File: src/rtl/apb_key_pkg.sv
// Shared constants for the APB key input peripheral: register selects
// decoded from PADDR[3:2], debounce counter width and default debounce length.
package apb_key_pkg;

    // Debounce counter width; supports DEB_CNT up to 2^20-1.
    localparam int DEB_W           = 20;
    localparam int DEB_CNT_DEFAULT = 50000;

    // Word-offset register selects on PADDR[3:2].
    typedef enum logic [1:0] {
        REG_STATE = 2'd0,  // debounced levels, read-only
        REG_EDGE  = 2'd1,  // sticky press flags, write-1-to-clear
        REG_MASK  = 2'd2,  // interrupt enables, read/write
        REG_RAW   = 2'd3   // synchronized undebounced levels, read-only
    } reg_sel_e;

    // Zero-extend a key-wide vector (at most 16 bits) onto the 32-bit bus.
    function automatic logic [31:0] zext16(input logic [15:0] val);
        return {16'h0, val};
    endfunction

endpackage

File: src/rtl/key_debounce.sv
// One key channel: two-flop synchronizer, stability counter and debounced
// level. o_rise is high in the cycle whose closing edge moves deb 0->1, so
// the parent can set its sticky flag on that same edge.
module key_debounce
    import apb_key_pkg::*;
#(
    parameter int DEB_CNT = DEB_CNT_DEFAULT
) (
    input  logic clk,
    input  logic rst_n,
    input  logic i_key,
    output logic o_sync,
    output logic o_deb,
    output logic o_rise
);

    localparam logic [DEB_W-1:0] TERM = DEB_W'(DEB_CNT - 1);

    logic             r_meta;
    logic             r_sync;
    logic [DEB_W-1:0] r_cnt;
    logic             r_deb;
    logic             w_term;

    assign w_term = (r_cnt == TERM);

    // Bring the asynchronous key level into the clock domain.
    always_ff @(posedge clk or negedge rst_n) begin
        if (!rst_n) begin
            r_meta <= 1'b0;
            r_sync <= 1'b0;
        end else begin
            r_meta <= i_key;
            r_sync <= r_meta;
        end
    end

    // Count consecutive cycles the synchronized level disagrees with deb;
    // any agreement restarts the count, reaching terminal count adopts it.
    always_ff @(posedge clk or negedge rst_n) begin
        if (!rst_n) begin
            r_cnt <= '0;
            r_deb <= 1'b0;
        end else if (r_sync == r_deb) begin
            r_cnt <= '0;
        end else if (w_term) begin
            r_deb <= r_sync;
            r_cnt <= '0;
        end else begin
            r_cnt <= r_cnt + 1'b1;
        end
    end

    assign o_sync = r_sync;
    assign o_deb  = r_deb;
    assign o_rise = r_sync & ~r_deb & w_term;

endmodule

File: src/rtl/apb_key_in.sv
// APB read-side key peripheral: per-key debounce channels, sticky press
// flags (W1C), interrupt mask, zero-wait-state read mux and level IRQ.
module apb_key_in
    import apb_key_pkg::*;
#(
    parameter int WIDTH   = 4,
    parameter int DEB_CNT = DEB_CNT_DEFAULT
) (
    input  logic             clk,
    input  logic             rst_n,
    input  logic             PSEL,
    input  logic             PENABLE,
    input  logic             PWRITE,
    input  logic [3:0]       PADDR,
    input  logic [31:0]      PWDATA,
    output logic [31:0]      PRDATA,
    input  logic [WIDTH-1:0] KEY,
    output logic             IRQ
);

    logic [WIDTH-1:0] w_sync;
    logic [WIDTH-1:0] w_deb;
    logic [WIDTH-1:0] w_rise;
    logic [WIDTH-1:0] w_clr;
    logic [WIDTH-1:0] r_edge;
    logic [WIDTH-1:0] r_mask;
    logic [15:0]      w_rsel;
    logic             w_wr;
    reg_sel_e         w_sel;
    logic             w_unused;

    // Byte-lane address bits and write data above WIDTH carry no meaning.
    assign w_unused = &{1'b0, PADDR[1:0], PWDATA[31:WIDTH]};

    genvar gi;
    generate
        for (gi = 0; gi < WIDTH; gi++) begin : g_key
            key_debounce #(
                .DEB_CNT (DEB_CNT)
            ) u_deb (
                .clk    (clk),
                .rst_n  (rst_n),
                .i_key  (KEY[gi]),
                .o_sync (w_sync[gi]),
                .o_deb  (w_deb[gi]),
                .o_rise (w_rise[gi])
            );
        end
    endgenerate

    assign w_wr  = PSEL & PENABLE & PWRITE;
    assign w_sel = reg_sel_e'(PADDR[3:2]);
    assign w_clr = (w_wr && (w_sel == REG_EDGE)) ? PWDATA[WIDTH-1:0] : '0;

    // Sticky press flags: clear requested bits, then a new press wins.
    always_ff @(posedge clk or negedge rst_n) begin
        if (!rst_n) begin
            r_edge <= '0;
        end else begin
            r_edge <= (r_edge & ~w_clr) | w_rise;
        end
    end

    // Interrupt enables, written only in the access phase.
    always_ff @(posedge clk or negedge rst_n) begin
        if (!rst_n) begin
            r_mask <= '0;
        end else if (w_wr && (w_sel == REG_MASK)) begin
            r_mask <= PWDATA[WIDTH-1:0];
        end
    end

    // Read mux: the selected register while a read is addressed, else zero.
    always_comb begin
        w_rsel = '0;
        case (w_sel)
            REG_STATE: w_rsel[WIDTH-1:0] = w_deb;
            REG_EDGE:  w_rsel[WIDTH-1:0] = r_edge;
            REG_MASK:  w_rsel[WIDTH-1:0] = r_mask;
            REG_RAW:   w_rsel[WIDTH-1:0] = w_sync;
            default:   w_rsel = '0;
        endcase
    end

    assign PRDATA = (PSEL && !PWRITE) ? zext16(w_rsel) : 32'h0;
    assign IRQ    = |(r_edge & r_mask);

endmodule

File: config.mk
export PLATFORM = sky130hd
export DESIGN_NAME = apb_key_in
export DESIGN_NICKNAME = d
export VERILOG_FILES = /design/src/rtl/apb_key_pkg.sv /design/src/rtl/key_debounce.sv /design/src/rtl/apb_key_in.sv
export SDC_FILE = /design/constraint.sdc
export NUM_CORES = 1
export LEC_CHECK = 0
export CAP_MARGIN = 15
export CORE_MARGIN = 8
export CORE_UTILIZATION = 45
export DETAILED_ROUTE_END_ITERATION = 16
export PLACE_DENSITY = 0.71
export SLEW_MARGIN = 0
export SYNTH_ARGS = -nofsm -noshare
export SYNTH_HDL_FRONTEND = slang
export SYNTH_SLANG_ARGS = --single-unit
File: constraint.sdc
create_clock -name clk -period 2.7 [get_ports clk]
set_clock_uncertainty 0.2 [all_clocks]
set_input_delay 0.54 -clock clk [delete_from_list [all_inputs] [get_ports clk]]
set_output_delay 0.54 -clock clk [all_outputs]
set_load 0.005 [all_outputs]
Word level (Yosys, flattened, before mapping)
Cells that the tools add are included.
{"block": "classes", "addsub": 4, "multipliers": 0, "n_div": 0, "order_cmp": 0, "eq_ne": 11, "n_shift": 0, "n_mux": 11, "bitwise": 22, "reduce_logical": 10}
{"operator": "$mux 20", "count": 8}
{"operator": "$add 20x1->20 const B", "count": 4}
{"operator": "$eq 20x16->1 const B", "count": 4}
{"operator": "$pmux 4 s4", "count": 1}
{"operator": "$and 1x1->1", "count": 10}
{"operator": "$and 4x4->4", "count": 2}
{"operator": "$mux 4", "count": 2}
{"operator": "$not 1->1", "count": 8}
{"operator": "$reduce_and 2->1", "count": 4}
{"operator": "$eq 1x1->1", "count": 4}
{"operator": "$eq 2x2->1 const B", "count": 2}
{"operator": "$not 4->4", "count": 1}
{"operator": "$or 4x4->4", "count": 1}
{"operator": "$reduce_or 4->1", "count": 1}
{"operator": "$logic_and 1x1->1", "count": 3}
{"operator": "$eq 2x1->1 const B", "count": 1}
{"operator": "$logic_not 2->1", "count": 1}
{"operator": "$logic_not 1->1", "count": 1}
{"block": "totals", "regBits": 100, "latch_bits": 0, "ram_bits": 0, "mem_bits_ro": 0, "input_bits": 45, "out_inout_bits": 33, "word_cells": 76, "mem_count": 0}

Longest topological paths before layout
{"block": "depth", "depth_word": 7, "ltp_mapped": 6, "mapped_depth_nobuf": 5}

Hierarchy
A second synthesis with hierarchy kept.
{"block": "hier_totals", "cells_unflattened": 529, "area_unflattened_um2": 5232.5}
{"mod": "key_debounce", "instances": 4, "cells_each": 115, "area_each_um2": 1126.1, "seq_area_each_um2": 575.6}
{"mod": "apb_key_in", "instances": 1, "cells_each": 69, "area_each_um2": 728.2, "seq_area_each_um2": 200.2}

Worst setup path after synthesis
OpenSTA, ideal clock, no wires.
{"block": "synth_timing", "path_kind": "input -> output", "from": "input PADDR[3]", "to": "output PRDATA[0]", "t_arrival_ns": 1.451, "t_required_ns": 1.960, "slack_ns": 0.509, "stages": 3, "path_buffers": 1, "path_cell_list": "clkbuf_1 -> mux4_2 -> nor2b_1"}
{"block": "synth_between", "elab_chain_len": 3, "word_cells_on_any_way": 6, "cone_classes": "3 x eq/ne; 2 x mux; 1 x reduce/logical"}
{"element": "start, declared", "line_no": "apb_key_in.sv:14", "text": "input logic [3:0] PADDR,"}
{"element": "$eq 2x2->1 (tied with other cells)", "line_no": "apb_key_in.sv:76", "text": "case (w_sel)"}
{"element": "$pmux 4 s4 *", "line_no": "apb_key_in.sv:76"}
{"element": "$mux 4 *", "line_no": "apb_key_in.sv:85", "text": "assign PRDATA = (PSEL && !PWRITE) ? zext16(w_rsel) : 32'h0;"}
{"element": "end, declared", "line_no": "apb_key_in.sv:16", "text": "output logic [31:0] PRDATA,"}
Every way passes the cells marked *; elsewhere a longest branch is shown, timed or not.

Worst setup path after layout
{"block": "layout_timing", "from": "input PWRITE", "to": "output PRDATA[3]"}
{"block": "layout_between", "elab_chain_len": 3}
{"element": "start, declared", "line_no": "apb_key_in.sv:13", "text": "input logic PWRITE,"}
{"element": "$logic_not 1->1", "line_no": "apb_key_in.sv:85"}
{"element": "$logic_and 1x1->1", "line_no": "apb_key_in.sv:85"}
{"element": "$mux 4", "line_no": "apb_key_in.sv:85"}
No other way between the ends.

==> flow_metrics.py <==
metrics = {
    "yosys": {
        "yosys_warnings": 0,
        "synthDistinctLibCells": 49,
        "synth_area_um2": 5201,
        "synth-edff-count": 0,
        "synth_ff_type": "dfrtp_1",
        "syn_inst": 517,
        "synth_seq_cells": 100,
        "syn_avg_cell_area_um2": 10.06,
        "yosysSeqAreaShare_pct": 48.11,
        "synth-async-reset-ratio_pct": 100.0,
    },
    "route": {
        "antenna_left": 0,
        "post_drt_via_cell_ratio": 5.438,
        "drcViolationCount": 0,
        "wl_per_cell_um": 15.28,
        "wirelength_um": 10680,
        "drt_iter0_markers": 204,
        "dr.pass1.iters": 5,
        "via_count": 3801,
    },
    "power": {
        "clockPowerShare_pct": 47.6,
        "comb_power_share_pct": 5.2,
        "peakVddDrop_uv": 370.1,
        "intPower_w": 0.002616,
        "p_seq_share_pct": 47.2,
        "p_leak_nw": 2.381,
        "switchingPower_w": 0.0006891,
        "p_sw_share_pct": 20.85,
        "power_density_nw_per_um2": 558.7,
    },
    "worst_hold_path": {
        "hold_path.startpoint": "g_key[0].u_deb.r_meta",
        "holdCritPathClass": "reg -> reg",
    },
    "cells_and_area": {
        "final_cells": 699,
        "synthToLayoutAreaGrowth_pct": 13.74,
        "final_area_um2": 5916,
        "final_common_cell": "dfrtp_1",
        "layout_common_cells": "100 x dfrtp_1, 81 x nor2_1, 49 x xnor2_1",
        "diodes": 0,
        "final_layout_size_suffix_gt1_share_pct": 11.15,
        "layout.nets": 604,
        "post-route-util_pct": 52.03,
    },
    "critical_path": {
        "crit_start": "PWRITE",
        "worstPathCellList": "clkdlybuf4s50_1, nand2b_1, nor2b_1, dlygate4sd2_1",
        "cp_slowest_cell": "clkdlybuf4s50_1",
        "cp_max_fo": 4,
        "reg2reg_from": "g_key[2].u_deb.r_cnt[12]",
        "arrival_ns": 1.77,
        "start_kind": "primary input",
        "crit_type": "in -> out",
        "cpPeakStageDelay_ns": 0.42,
        "worstSetupEndpointType": "output pin",
        "path_buf_inv": 2,
        "crit_family": "buffers and inverters",
        "required_ns": 1.96,
    },
    "floorplan": {
        "dieArea_um2": 15250,
        "die_y_um": 123.5,
        "io_pins": 78,
        "core_um2": 11370,
        "start_util_pct": 45.75,
        "dieWidth_um": 123.5,
        "rows": 39,
    },
    "place": {
        "dp_cells": 681,
        "numPortBuffers": 19,
        "hpwl_um": 7404,
        "gp_congestion": 0.8486,
        "placed_area_um2": 5528,
    },
    "sta": {
        "fmax_mhz": 398.7,
        "relSlewSlack_pct": 60.75,
        "drv_slew": 0,
        "hold_viol": 0,
        "grt_setup_unrepaired": "no",
        "whs_ns": 0.1490,
        "final-setup-viol-count": 0,
        "worst_pin_slew_ns": 0.5875,
        "period_share_pct": 92.89,
        "min_period_ns": 2.508,
    },
    "cts": {
        "cts.sinks": 100,
        "cts-buffers-inserted": 9,
        "clk_pin_slew_ns": 0.06,
        "clock_path_buffers": 2,
        "htree_num_levels": 3,
        "root_buffer": "clkbuf_16",
        "clk_latency_ns": 0.34,
        "tritoncts": "yes",
    },
    "flow_run": {
        "cap_violations": 0,
    },
    "global_route": {
        "grt_pass1_wl_um": 18570,
        "grt_max_degree": 61,
        "grt_overflow_total": 0,
        "antenna_found_initial": 0,
        "grt_usage_pct": 14.96,
        "grt_pass1_vias": 3838,
    },
    "status": {
        "outcome": "finished, final reports clean",
    },
}
[stage by stage]
step,setup TNS (ns),setup WS (ns),total power [W]
after floorplan,0,0.5093,0.001693
after global placement,-1.196,-0.3288,0.001754
after detailed placement,-1.279,-0.3622,0.001762
after CTS,0,0.2035,0.003342
after global routing,0,0.1560,0.003429
final,0,0.1921,0.003305
[cell type report]
| cell class | instances | area, um^2 |
|---|---|---|
| clock buffers | 9 | 225.2 |
| clock inverters | 7 | 146.4 |
| fillers | 1007 | 5454 |
| inverters | 25 | 93.84 |
| multi-input cells | 380 | 2455 |
| flip-flops and latches | 100 | 2502 |
| well taps | 143 | 178.9 |
| repair buffers | 35 | 314.1 |
[layer usage]
layer  global-route usage (%)  part of all wire (%)
met1                    19.93                    47
met2                    24.87                    47
met3                    2.603                   4.3
met4                    3.536                   1.1
met5                        0                     0
[worst paths after layout]
| path | to | slack, ns | cells past startpoint |
|---|---|---|---|
| worst max-delay path | PRDATA[3] | 0.19 | 4 |
| worst min-delay path | g_key[0].u_deb.o_sync | 0.15 | 0 |
| worst max register to register | g_key[2].u_deb.r_cnt[14] | 0.54 | 5 |
| worst min register to register | g_key[0].u_deb.o_sync | 0.15 | 0 |
| max in group asynchronous | g_key[2].u_deb.r_cnt[1] | 1.31 | 3 |
| min in group asynchronous | g_key[0].u_deb.r_cnt[4] | 0.40 | 2 |
[sequential cells by signal (all words and copies together), names as in the netlist]
register / cells
g_key.u_deb.o_sync: 4
g_key.u_deb.o_deb: 4
r_edge: 4
g_key.u_deb.r_cnt: 80
g_key.u_deb.r_meta: 4
r_mask: 4
[logic make-up after synthesis]
family | share of synthesized area, %
simple gates | 24.22
xor+xnor | 9.430
flops | 48.11
compound gates | 4.835
buf+inv | 6.784
fa+ha+maj | 1.925
other cells | 0.07210
mux | 4.619
[timing repair]
item,4_1_cts,5_1_grt
hold buffers,1,0
setup buffers,1,0
setup endpoints to repair,4,0
endpoints found under the hold margin,13,0
gates resized for setup,17,0
[power by group through the flow]
stage	sequential [W]	combinational, W	clock [W]
after global placement	0.00159	0.000167	0
after floorplan	0.00158	0.000112	0
final	0.00156	0.000173	0.00157
after CTS	0.00156	0.000175	0.00161
after global routing	0.00156	0.000197	0.00167
after detailed placement	0.00159	0.000173	0
[Yosys cell counts (2+ instances only)]
cell type	n	area, um^2
a2111oi_0	2	17.52
a21oi_1	10	50.05
a22o_1	4	35.03
a22oi_1	2	15.01
a31o_2	2	17.52
a41oi_1	3	26.28
and3_1	7	43.79
and4_1	5	43.79
buf_2	3	15.01
buf_4	29	217.7
clkbuf_1	7	26.28
dfrtp_1	100	2502
ha_1	8	100.1
inv_1	25	93.84
mux2_2	8	90.09
mux2i_1	6	60.06
mux4_2	4	90.09
nand2_1	24	90.09
nand2b_1	2	12.51
nand3_1	22	110.1
nand3_2	2	20.02
nand4_1	19	118.9
nand4b_1	2	17.52
nor2_1	81	304.0
nor2b_1	4	25.02
nor3_1	19	95.09
nor3b_1	2	15.01
nor4_1	27	168.9
nor4b_1	5	43.79
o21ai_0	4	20.02
o21bai_1	2	15.01
o31ai_2	2	25.02
or3_1	4	25.02
or4_1	2	15.01
xnor2_1	49	429.2
xor2_1	7	61.31
[worst register-to-register path, cell delays in order (launching register included)]
cell      delay, ns
dfrtp_1        0.46
nor4b_1        0.39
nand4b_1       0.27
o31ai_2        0.37
buf_4          0.28
nor2_1         0.09
Power figures use the tool's default switching activity.
